--- src/rtl/jtag_mem_arbiter_if.sv ---
// rtl/jtag_mem_arbiter_if.sv - request/grant/response bundle between masters A/B, the arbiter and the memory port
//
// Signals (named from the arbiter's point of view):
//   a_*/b_* : req/we/addr/wdata in, gnt/rvalid/rdata out, one set per master
//   mem_*   : en/we/addr/wdata out to the memory, rdata back (valid 1 cycle after en)
// Modports: slave = arbiter side, master = requesters + memory model side.
interface jtag_mem_arbiter_if #(
    parameter int ADDR_W = 32,
    parameter int DATA_W = 64
);
    logic              a_req_i;
    logic              a_we_i;
    logic [ADDR_W-1:0] a_addr_i;
    logic [DATA_W-1:0] a_wdata_i;
    logic              a_gnt_o;
    logic              a_rvalid_o;
    logic [DATA_W-1:0] a_rdata_o;

    logic              b_req_i;
    logic              b_we_i;
    logic [ADDR_W-1:0] b_addr_i;
    logic [DATA_W-1:0] b_wdata_i;
    logic              b_gnt_o;
    logic              b_rvalid_o;
    logic [DATA_W-1:0] b_rdata_o;

    logic              mem_en_o;
    logic              mem_we_o;
    logic [ADDR_W-1:0] mem_addr_o;
    logic [DATA_W-1:0] mem_wdata_o;
    logic [DATA_W-1:0] mem_rdata_i;

    modport slave (
        input  a_req_i, a_we_i, a_addr_i, a_wdata_i,
        output a_gnt_o, a_rvalid_o, a_rdata_o,
        input  b_req_i, b_we_i, b_addr_i, b_wdata_i,
        output b_gnt_o, b_rvalid_o, b_rdata_o,
        output mem_en_o, mem_we_o, mem_addr_o, mem_wdata_o,
        input  mem_rdata_i
    );

    modport master (
        output a_req_i, a_we_i, a_addr_i, a_wdata_i,
        input  a_gnt_o, a_rvalid_o, a_rdata_o,
        output b_req_i, b_we_i, b_addr_i, b_wdata_i,
        input  b_gnt_o, b_rvalid_o, b_rdata_o,
        input  mem_en_o, mem_we_o, mem_addr_o, mem_wdata_o,
        output mem_rdata_i
    );
endinterface

--- src/rtl/jtag_mem_arbiter.sv ---
// rtl/jtag_mem_arbiter.sv - two-master arbiter for the 64-bit debug/boot memory port
//
// Ports:
//   clk_i, rst_ni : clock, asynchronous active-low reset
//   init_i        : boot-init mode, A owns the port exclusively and no address offset is applied
//   bus           : jtag_mem_arbiter_if.slave (masters A/B and memory port)
//   stat_a_o, stat_b_o, stat_conflict_o : access/conflict counters, present only with ARB_STATS_EN
//
// Optional feature macro: ARB_STATS_EN
module jtag_mem_arbiter #(
    parameter int                ADDR_W        = 32,
    parameter int                DATA_W        = 64,
    parameter logic [ADDR_W-1:0] A_ADDR_OFFSET = 'h0080_0000,
    parameter int                STARVE_LIMIT  = 4
) (
    input  logic                   clk_i,
    input  logic                   rst_ni,
    input  logic                   init_i,
    jtag_mem_arbiter_if.slave      bus
`ifdef ARB_STATS_EN
    ,
    output logic [31:0]            stat_a_o,
    output logic [31:0]            stat_b_o,
    output logic [31:0]            stat_conflict_o
`endif
);
    localparam logic [3:0] LIMIT = 4'(STARVE_LIMIT);

    typedef enum logic {
        MODE_ARB  = 1'b0,
        MODE_INIT = 1'b1
    } mode_t;

    mode_t      mode_q, mode_d;
    logic [3:0] starve_q, starve_d;
    logic       gnt_a_raw, gnt_b_raw;
    logic       gnt_a, gnt_b;
    logic       init_edge;

    logic       rsp_valid_q;
    logic       rsp_owner_q;   // 1 = response belongs to B
    logic       rsp_we_q;

    // Mode follows init_i combinationally; the register only detects edges.
    always_ff @(posedge clk_i or negedge rst_ni) begin
        if (!rst_ni) begin
            mode_q   <= MODE_ARB;
            starve_q <= 4'd0;
        end else begin
            mode_q   <= mode_d;
            starve_q <= starve_d;
        end
    end

    always_comb begin
        mode_d    = init_i ? MODE_INIT : MODE_ARB;
        init_edge = (mode_d != mode_q);
        gnt_a_raw = 1'b0;
        gnt_b_raw = 1'b0;
        starve_d  = starve_q;

        if (mode_d == MODE_INIT) begin
            gnt_a_raw = bus.a_req_i;
        end else if (bus.a_req_i && bus.b_req_i) begin
            if (starve_q == LIMIT) gnt_b_raw = 1'b1;
            else                   gnt_a_raw = 1'b1;
        end else begin
            gnt_a_raw = bus.a_req_i;
            gnt_b_raw = bus.b_req_i;
        end

        // In ARB mode, A granted while B requests is a contended A win.
        if ((mode_d == MODE_INIT) || init_edge || gnt_b_raw || !bus.b_req_i) begin
            starve_d = 4'd0;
        end else if (gnt_a_raw && (starve_q != LIMIT)) begin
            starve_d = starve_q + 4'd1;
        end
    end

    // Grants are combinational from req, so they are forced low while reset is held.
    assign gnt_a = gnt_a_raw & rst_ni;
    assign gnt_b = gnt_b_raw & rst_ni;

    assign bus.a_gnt_o     = gnt_a;
    assign bus.b_gnt_o     = gnt_b;
    assign bus.mem_en_o    = gnt_a | gnt_b;
    assign bus.mem_we_o    = gnt_a ? bus.a_we_i : (gnt_b ? bus.b_we_i : 1'b0);
    assign bus.mem_addr_o  = gnt_a ? (init_i ? bus.a_addr_i : (bus.a_addr_i | A_ADDR_OFFSET))
                           : (gnt_b ? bus.b_addr_i : '0);
    assign bus.mem_wdata_o = gnt_a ? bus.a_wdata_i : (gnt_b ? bus.b_wdata_i : '0);

    // One-stage response tag: owner is captured at grant time so an init_i
    // change never redirects an in-flight response.
    always_ff @(posedge clk_i or negedge rst_ni) begin
        if (!rst_ni) begin
            rsp_valid_q <= 1'b0;
            rsp_owner_q <= 1'b0;
            rsp_we_q    <= 1'b0;
        end else begin
            rsp_valid_q <= gnt_a | gnt_b;
            rsp_owner_q <= gnt_b;
            rsp_we_q    <= bus.mem_we_o;
        end
    end

    assign bus.a_rvalid_o = rsp_valid_q & ~rsp_owner_q;
    assign bus.b_rvalid_o = rsp_valid_q &  rsp_owner_q;
    assign bus.a_rdata_o  = (bus.a_rvalid_o && !rsp_we_q) ? bus.mem_rdata_i : '0;
    assign bus.b_rdata_o  = (bus.b_rvalid_o && !rsp_we_q) ? bus.mem_rdata_i : '0;

`ifdef ARB_STATS_EN
    logic init_rise;
    assign init_rise = init_i && (mode_q == MODE_ARB);

    always_ff @(posedge clk_i or negedge rst_ni) begin
        if (!rst_ni) begin
            stat_a_o        <= 32'd0;
            stat_b_o        <= 32'd0;
            stat_conflict_o <= 32'd0;
        end else if (init_rise) begin
            stat_a_o        <= 32'd0;
            stat_b_o        <= 32'd0;
            stat_conflict_o <= 32'd0;
        end else begin
            if (gnt_a)                       stat_a_o        <= stat_a_o + 32'd1;
            if (gnt_b)                       stat_b_o        <= stat_b_o + 32'd1;
            if (bus.a_req_i && bus.b_req_i)  stat_conflict_o <= stat_conflict_o + 32'd1;
        end
    end
`endif
endmodule

--- src/flat_wrapper.sv ---
// flat-port wrapper written by rule: the top's interface ports become plain ports
module jtag_mem_arbiter_flat 
#(
    parameter int                ADDR_W        = 32,
    parameter int                DATA_W        = 64,
    parameter logic [ADDR_W-1:0] A_ADDR_OFFSET = 'h0080_0000,
    parameter int                STARVE_LIMIT  = 4
)
  (clk_i, rst_ni, init_i, bus_a_req_i, bus_a_we_i, bus_a_addr_i, bus_a_wdata_i, bus_a_gnt_o, bus_a_rvalid_o, bus_a_rdata_o, bus_b_req_i, bus_b_we_i, bus_b_addr_i, bus_b_wdata_i, bus_b_gnt_o, bus_b_rvalid_o, bus_b_rdata_o, bus_mem_en_o, bus_mem_we_o, bus_mem_addr_o, bus_mem_wdata_o, bus_mem_rdata_i);
  jtag_mem_arbiter_if #(.ADDR_W(ADDR_W), .DATA_W(DATA_W)) bus_i ();
  input  logic clk_i;
  input  logic rst_ni;
  input  logic init_i;
  input wire logic [$bits(bus_i.a_req_i)-1:0] bus_a_req_i;
  input wire logic [$bits(bus_i.a_we_i)-1:0] bus_a_we_i;
  input wire logic [$bits(bus_i.a_addr_i)-1:0] bus_a_addr_i;
  input wire logic [$bits(bus_i.a_wdata_i)-1:0] bus_a_wdata_i;
  output wire logic [$bits(bus_i.a_gnt_o)-1:0] bus_a_gnt_o;
  output wire logic [$bits(bus_i.a_rvalid_o)-1:0] bus_a_rvalid_o;
  output wire logic [$bits(bus_i.a_rdata_o)-1:0] bus_a_rdata_o;
  input wire logic [$bits(bus_i.b_req_i)-1:0] bus_b_req_i;
  input wire logic [$bits(bus_i.b_we_i)-1:0] bus_b_we_i;
  input wire logic [$bits(bus_i.b_addr_i)-1:0] bus_b_addr_i;
  input wire logic [$bits(bus_i.b_wdata_i)-1:0] bus_b_wdata_i;
  output wire logic [$bits(bus_i.b_gnt_o)-1:0] bus_b_gnt_o;
  output wire logic [$bits(bus_i.b_rvalid_o)-1:0] bus_b_rvalid_o;
  output wire logic [$bits(bus_i.b_rdata_o)-1:0] bus_b_rdata_o;
  output wire logic [$bits(bus_i.mem_en_o)-1:0] bus_mem_en_o;
  output wire logic [$bits(bus_i.mem_we_o)-1:0] bus_mem_we_o;
  output wire logic [$bits(bus_i.mem_addr_o)-1:0] bus_mem_addr_o;
  output wire logic [$bits(bus_i.mem_wdata_o)-1:0] bus_mem_wdata_o;
  input wire logic [$bits(bus_i.mem_rdata_i)-1:0] bus_mem_rdata_i;
  assign bus_i.a_req_i = bus_a_req_i;
  assign bus_i.a_we_i = bus_a_we_i;
  assign bus_i.a_addr_i = bus_a_addr_i;
  assign bus_i.a_wdata_i = bus_a_wdata_i;
  assign bus_a_gnt_o = bus_i.a_gnt_o;
  assign bus_a_rvalid_o = bus_i.a_rvalid_o;
  assign bus_a_rdata_o = bus_i.a_rdata_o;
  assign bus_i.b_req_i = bus_b_req_i;
  assign bus_i.b_we_i = bus_b_we_i;
  assign bus_i.b_addr_i = bus_b_addr_i;
  assign bus_i.b_wdata_i = bus_b_wdata_i;
  assign bus_b_gnt_o = bus_i.b_gnt_o;
  assign bus_b_rvalid_o = bus_i.b_rvalid_o;
  assign bus_b_rdata_o = bus_i.b_rdata_o;
  assign bus_mem_en_o = bus_i.mem_en_o;
  assign bus_mem_we_o = bus_i.mem_we_o;
  assign bus_mem_addr_o = bus_i.mem_addr_o;
  assign bus_mem_wdata_o = bus_i.mem_wdata_o;
  assign bus_i.mem_rdata_i = bus_mem_rdata_i;
  jtag_mem_arbiter #(.ADDR_W(ADDR_W), .DATA_W(DATA_W), .A_ADDR_OFFSET(A_ADDR_OFFSET), .STARVE_LIMIT(STARVE_LIMIT)) u_core (.clk_i(clk_i), .rst_ni(rst_ni), .init_i(init_i), .bus(bus_i));
endmodule
--- config.mk ---
export PLATFORM = sky130hd
export DESIGN_NAME = jtag_mem_arbiter_flat
export DESIGN_NICKNAME = d
export VERILOG_FILES = /design/src/rtl/jtag_mem_arbiter_if.sv /design/src/rtl/jtag_mem_arbiter.sv /design/src/flat_wrapper.sv
export SDC_FILE = /design/constraint.sdc
export NUM_CORES = 1
export LEC_CHECK = 0
export CAP_MARGIN = 30
export CORE_AREA = 4 4 192 194
export DETAILED_ROUTE_END_ITERATION = 16
export DIE_AREA = 0 0 196 198
export HOLD_SLACK_MARGIN = 0.06
export PLACE_DENSITY = 0.44
export SLEW_MARGIN = 20
export SYNTH_ARGS = -nofsm -noshare
export SYNTH_HDL_FRONTEND = slang
export SYNTH_SLANG_ARGS = --single-unit
--- constraint.sdc ---
create_clock -name clk_i -period 2.6 [get_ports clk_i]
set_input_delay 0.65 -clock clk_i [delete_from_list [all_inputs] [get_ports clk_i]]
set_output_delay 0.65 -clock clk_i [all_outputs]
set_load 0.03 [all_outputs]
==> Word level (Yosys, flattened, before mapping) <==
Cells that the tools add are included.
{ "word_totals": {"reg_bits": 8, "output_inout_bits": 230, "word_cells": 43} }
{ "classes": {"add_sub_neg": 1, "n_eq_ne": 3, "mux": 18, "bitwise_logic": 6, "reduce_logical": 10} }
{ "ops": {"columns": ["cell", "count"], "rows": [
  ["two-way mux 64 bit", 4],
  ["two-way mux 32 bit", 2],
  ["two-way mux 24 bit", 1],
  ["two-way mux 1 bit", 9],
  ["two-way mux 4 bit", 2],
  ["adder 4 x 1 -> 4 bit, second input constant", 1],
  ["bitwise AND 1 bit", 4],
  ["equality test 4 x 3 -> 1 bit, second input constant", 1],
  ["logical AND 1 bit", 4],
  ["!= test 4 x 3 -> 1 bit, second input constant", 1],
  ["logical OR 1 bit", 3],
  ["logical NOT 1 bit", 2],
  ["nonzero test 2 bit", 1],
  ["!= test 1 bit", 1],
  ["inverter 1 bit", 1],
  ["OR 1 bit", 1]
]} }

==> Logic depth before layout (Yosys ltp) <==
{ "depth": {"depth_word": 7, "mapped_depth": 8, "mapped_depth_nobuf": 5} }

==> Worst setup path after synthesis <==
No wires, ideal clock.
{ "synth_timing": {"kind": "input to output", "startpoint": "input port rst_ni", "endpoint": "output port bus_mem_addr_o[11]", "t_arrival_ns": 1.916, "setup_slack_ns": 0.034, "path_stages": 7, "path_buffers": 4, "path_cell_list": "buf_4 -> and2_1 -> buf_2 -> buf_4 -> buf_2 -> nand2_1 -> o22ai_1"} }
{ "synth_via": {"elab_chain_cells": 3, "elab_cells_between_ends": 4, "classes_between": "mux: 2; bitwise: 2"} }
{ "synth_rtl": {"columns": ["element", "line_no", "text"], "rows": [
  ["from (decl)", "flat_wrapper.sv:12", "input logic rst_ni;"],
  ["bitwise AND 1 bit", "jtag_mem_arbiter.sv:82", "assign gnt_b = gnt_b_raw & rst_ni;"],
  ["two-way mux 32 bit", "jtag_mem_arbiter.sv:89", ": (gnt_b ? bus.b_addr_i : '0);"],
  ["two-way mux 32 bit (*)", "jtag_mem_arbiter.sv:88", "assign bus.mem_addr_o = gnt_a ? (init_i ? bus.a_addr_i : (bus.a_addr_i | A_ADDR_OFFSET))"],
  ["to (decl)", "flat_wrapper.sv:30", "output wire logic [$bits(bus_i.mem_addr_o)-1:0] bus_mem_addr_o;"]
]} }
Every way passes the cells marked *; elsewhere a longest branch is shown, timed or not.

==> Worst setup path after layout <==
{ "layout_timing": {"startpoint": "register u_core.starve_q[1]", "endpoint": "output port bus_mem_wdata_o[45]"} }
{ "layout_via": {"elab_chain_cells": 7, "elab_cells_between_ends": 11, "classes_between": "eq/ne: 1; mux: 8; bitwise: 2"} }
{ "layout_rtl": {"columns": ["element", "line_no", "text"], "rows": [
  ["from (decl)", "jtag_mem_arbiter.sv:35", "logic [3:0] starve_q, starve_d;"],
  ["from (signal assigned)", "jtag_mem_arbiter.sv:51", "starve_q <= starve_d;"],
  ["equality test 4 x 3 -> 1 bit (*)", "jtag_mem_arbiter.sv:65", "if (starve_q == LIMIT) gnt_b_raw = 1'b1;"],
  ["two-way mux 1 bit", "jtag_mem_arbiter.sv:65", null],
  ["two-way mux 1 bit", "jtag_mem_arbiter.sv:64", "end else if (bus.a_req_i && bus.b_req_i) begin"],
  ["two-way mux 1 bit", "jtag_mem_arbiter.sv:62", "if (mode_d == MODE_INIT) begin"],
  ["bitwise AND 1 bit", "jtag_mem_arbiter.sv:82", null],
  ["two-way mux 64 bit", "jtag_mem_arbiter.sv:90", "assign bus.mem_wdata_o = gnt_a ? bus.a_wdata_i : (gnt_b ? bus.b_wdata_i : '0);"],
  ["two-way mux 64 bit (*)", "jtag_mem_arbiter.sv:90", null],
  ["to (decl)", "flat_wrapper.sv:31", "output wire logic [$bits(bus_i.mem_wdata_o)-1:0] bus_mem_wdata_o;"]
]} }
Marks and branches as above.

==> run_results.csv <==
group,metric,value,unit
synthesis,synthSimpleGateAreaFrac,0.596,
outcome,violations,"negative setup slack",
timing,timing.final.setup_violations,2,
synthesis,synth_xor_area_frac,0.00590,
synthesis,most_instantiated_library_cell_after_synthesis,"sky130_fd_sc_hd__and2_1",
timing,final_hold_viol_count,0,
floorplanning,design.core.area,0.0352,mm^2
setup_path,ff2ff_path_depth,9,
timing,worst_slew_pin_slew,0.422,ns
synthesis,synth.lib_cells_used.distinct,24,
power_and_ir_drop,finalPower,0.00190,W
cells_and_area,post-route-util,0.275,
power_and_ir_drop,worst_ir_drop_vdd,0.168,mV
synthesis,postSynthRegisterBits,8,
floorplanning,placement_rows,69,
routing,finalWirelength,31900,um
setup_path,critical_path.max_fanout,4,
timing,max_slew_margin,0.718,
routing,routedWlPerCell,21.3,um
synthesis,synth_compound_gate_area_share,0.209,
grt,initial_antenna_violation_count,11,
grt,grt_pass1_vias,6214,
routing,drc_violation_count_after_routing,0,
floorplanning,initial_utilization,0.0843,
clock_tree,ctsHtreeMaxLevel,1,
synthesis,synth-warning-count,0,
floorplanning,die_w,196,um
clock_tree,cts_tree,"done",
timing,min_period,2.60,ns
synthesis,postSynthCellCount,520,
clock_tree,clk_pin_slew_worst_paths,0.03,ns
grt,first_pass_grt_wire_length,43100,um
synthesis,most_frequent_cells_after_synthesis,"sky130_fd_sc_hd__and2_1, sky130_fd_sc_hd__nand3_1, sky130_fd_sc_hd__nand2_1, sky130_fd_sc_hd__o22ai_1, sky130_fd_sc_hd__clkbuf_1",
clock_tree,clock_sink_count,8,
setup_path,crit_path_end_kind,"output pin",
routing,initialDrtViolationCount,155,
power_and_ir_drop,static-leakage-power,4.13,nW
setup_path,crit_type,"reg -> out",
synthesis,post-synth-top-area-fraction,0.276,
synthesis,synth_adder_area_share,0.00843,
clock_tree,cts_inserted_buffers,3,
setup_path,arrival,1.95,ns
floorplanning,chipHeight,198,um
grt,remaining_global_route_overflow,0,
synthesis,yosys_most_used_dff,"sky130_fd_sc_hd__dfrtp_1",
timing,totalNegativeSetupSlack,-0.00494,ns
run,cap_viol_max_count,0,
synthesis,synth.area.mux_share,0,
cells_and_area,syn_to_final_growth,226,%
synthesis,synth_edf_count,0,
placed_design,place.detailed.hpwl,25300,um
synthesis,async_reset_ff_frac,1.00,
timing,slew_viol_final,0,
cells_and_area,nets,1299,
routing,via_count,5999,
synthesis,postSynthAreaPerCell,5.71,um^2
clock_tree,clockRootBuffer,"sky130_fd_sc_hd__clkbuf_16",
grt,grt_start_max_net_pins,63,
clock_tree,clockBufferDepth,2,
synthesis,syn_area,0.00297,mm^2
routing,detailedRoute.firstPassIterationCount,4,
synthesis,dominant_combinational_cell_family_by_area_after_synthesis,"simple AND/OR/NAND/NOR gates",
timing,setup_repair_after_global_routing_missed_its_margin,"yes",
routing,ant_nets,0,
min_path,min_path_type,"in -> async",
timing,finalWorstSetupSlack,-0.00324,ns
outcome,outcome,"finished with violations",
placed_design,globalplace.congestion,0.794,
timing,period_share,1.00,
synthesis,netlist.top_cell.by_area,"sky130_fd_sc_hd__and2_1",
synthesis,synth_top_cells_by_area,"sky130_fd_sc_hd__and2_1, sky130_fd_sc_hd__o22ai_1, sky130_fd_sc_hd__nand3_1",
timing,final.setup_skew,0.00136,ns
clock_tree,clkLatencyLatePin,0.23,ns
synthesis,synth_sequential_area_ratio,0.0675,
floorplanning,ios,493,
synthesis,postSynthNetCount,785,
timing,clock.fmax,384,MHz
cells_and_area,drive_above_1_share,0.346,
power_and_ir_drop,power-per-cell-area,197,mW/mm^2
setup_path,critical_path.startpoint_type,"register",
routing,avgViaCountPerCell,4.01,
placed_design,io_buffers,492,
grt,grtUsageTotal,0.148,
floorplanning,die_area,0.0388,mm^2
setup_path,crit_required,1.95,ns
## critical path, cell delays in order (launching register included)
cell                       delay [ns]
sky130_fd_sc_hd__dfrtp_1         0.39
sky130_fd_sc_hd__inv_1           0.06
sky130_fd_sc_hd__ha_1            0.13
sky130_fd_sc_hd__nand3b_1        0.13
sky130_fd_sc_hd__buf_4           0.17
sky130_fd_sc_hd__and2_2          0.22
sky130_fd_sc_hd__buf_4           0.15
sky130_fd_sc_hd__buf_4           0.13
sky130_fd_sc_hd__o22ai_1         0.16
sky130_fd_sc_hd__buf_4           0.19
## kinds of logic after synthesis
group,after synthesis
AOI/OAI and AO/OA,99
xor gates and xnor gates,2
adders and majority gates,2
buffers and inverters,70
DFF,8
and+or+nand+nor,339
## flip-flops by register name, summed over array words and instances (netlist names)
signal / cells
u_core.mode_q: 1
u_core.rsp_owner_q: 1
u_core.rsp_valid_q: 1
u_core.rsp_we_q: 1
u_core.starve_q: 4
## final timing paths
path | startpoint | endpoint | slack (ns)
setup / recovery | u_core.starve_q[1] | bus_mem_wdata_o[45] | -0.003
hold / removal | rst_ni | u_core.mode_q | 0.43
setup reg to reg | u_core.starve_q[1] | u_core.rsp_we_q | 0.92
hold reg to reg | u_core.mode_q | u_core.starve_q[0] | 0.49
max in group asynchronous | rst_ni | u_core.starve_q[3] | 1.91
min in group clk_i | u_core.mode_q | u_core.starve_q[0] | 0.49
## report_power, final
group	total (W)	internal [W]	leakage [nW]	switching, W
Sequential	0.000132	0.000129	0.107	0.00000307
Combinational	0.00152	0.000804	3.98	0.000714
Clock	0.000253	0.000198	0.0370	0.0000554
## area by class of cell
type,count,area [um^2]
timing repair buffer,575,6050
tap,461,577
inverter,3,11.3
fill,3845,25500
multi-input combinational,443,2760
antenna,2,5.00
clock buffer,3,75.1
sequential,8,200
## cells in the final DEF, fill, tap and decap left out, drive strengths merged, types with 3 or more instances in the layout
cell type      netlist  layout
inv                  3       3
and2               131     132
o22ai               97      97
clkdlybuf4s50        0     260
nand2               97      97
nand3               98      98
nor4                 3       3
dfrtp                8       8
dlymetal6s2s         0       9
nor2b                3       3
buf                 23     300
clkbuf              44       8
## through the flow
stage / worst slack (ns) / instance area (um^2) / instances / hold slack, ns
after global placement: -0.364 / 8650 / 1459 / 0.479
after floorplan: 0.0339 / 2970 / 520 / 0.354
after detailed placement: -0.339 / 8650 / 1459 / 0.480
after CTS: -0.0258 / 9430 / 1489 / 0.441
after global routing: -0.0781 / 9680 / 1494 / 0.442
final: -0.00324 / 9680 / 1495 / 0.427
## per-layer routing
metal  vias up  wire, um  GRT usage  share of wire
met1      2744     11900      0.163           0.37
met3        43      2690     0.0359          0.084
met2       372     16700      0.293           0.52
met4         2       580     0.0233          0.018
met5         -        12          0        0.00038
li1       2838         -          -              -
## what timing repair did
action | 4_1_cts | 5_1_grt
gates cloned | 11 | 3
endpoints found under the hold margin | 0 | 0
resized for setup | 56 | 47
buffers inserted | 17 | 3
endpoints found under the setup margin | 100 | 102
hold buffers | 0 | 0
pin swaps | 8 | 4
Note: power is estimated with default switching activity, not from simulation.
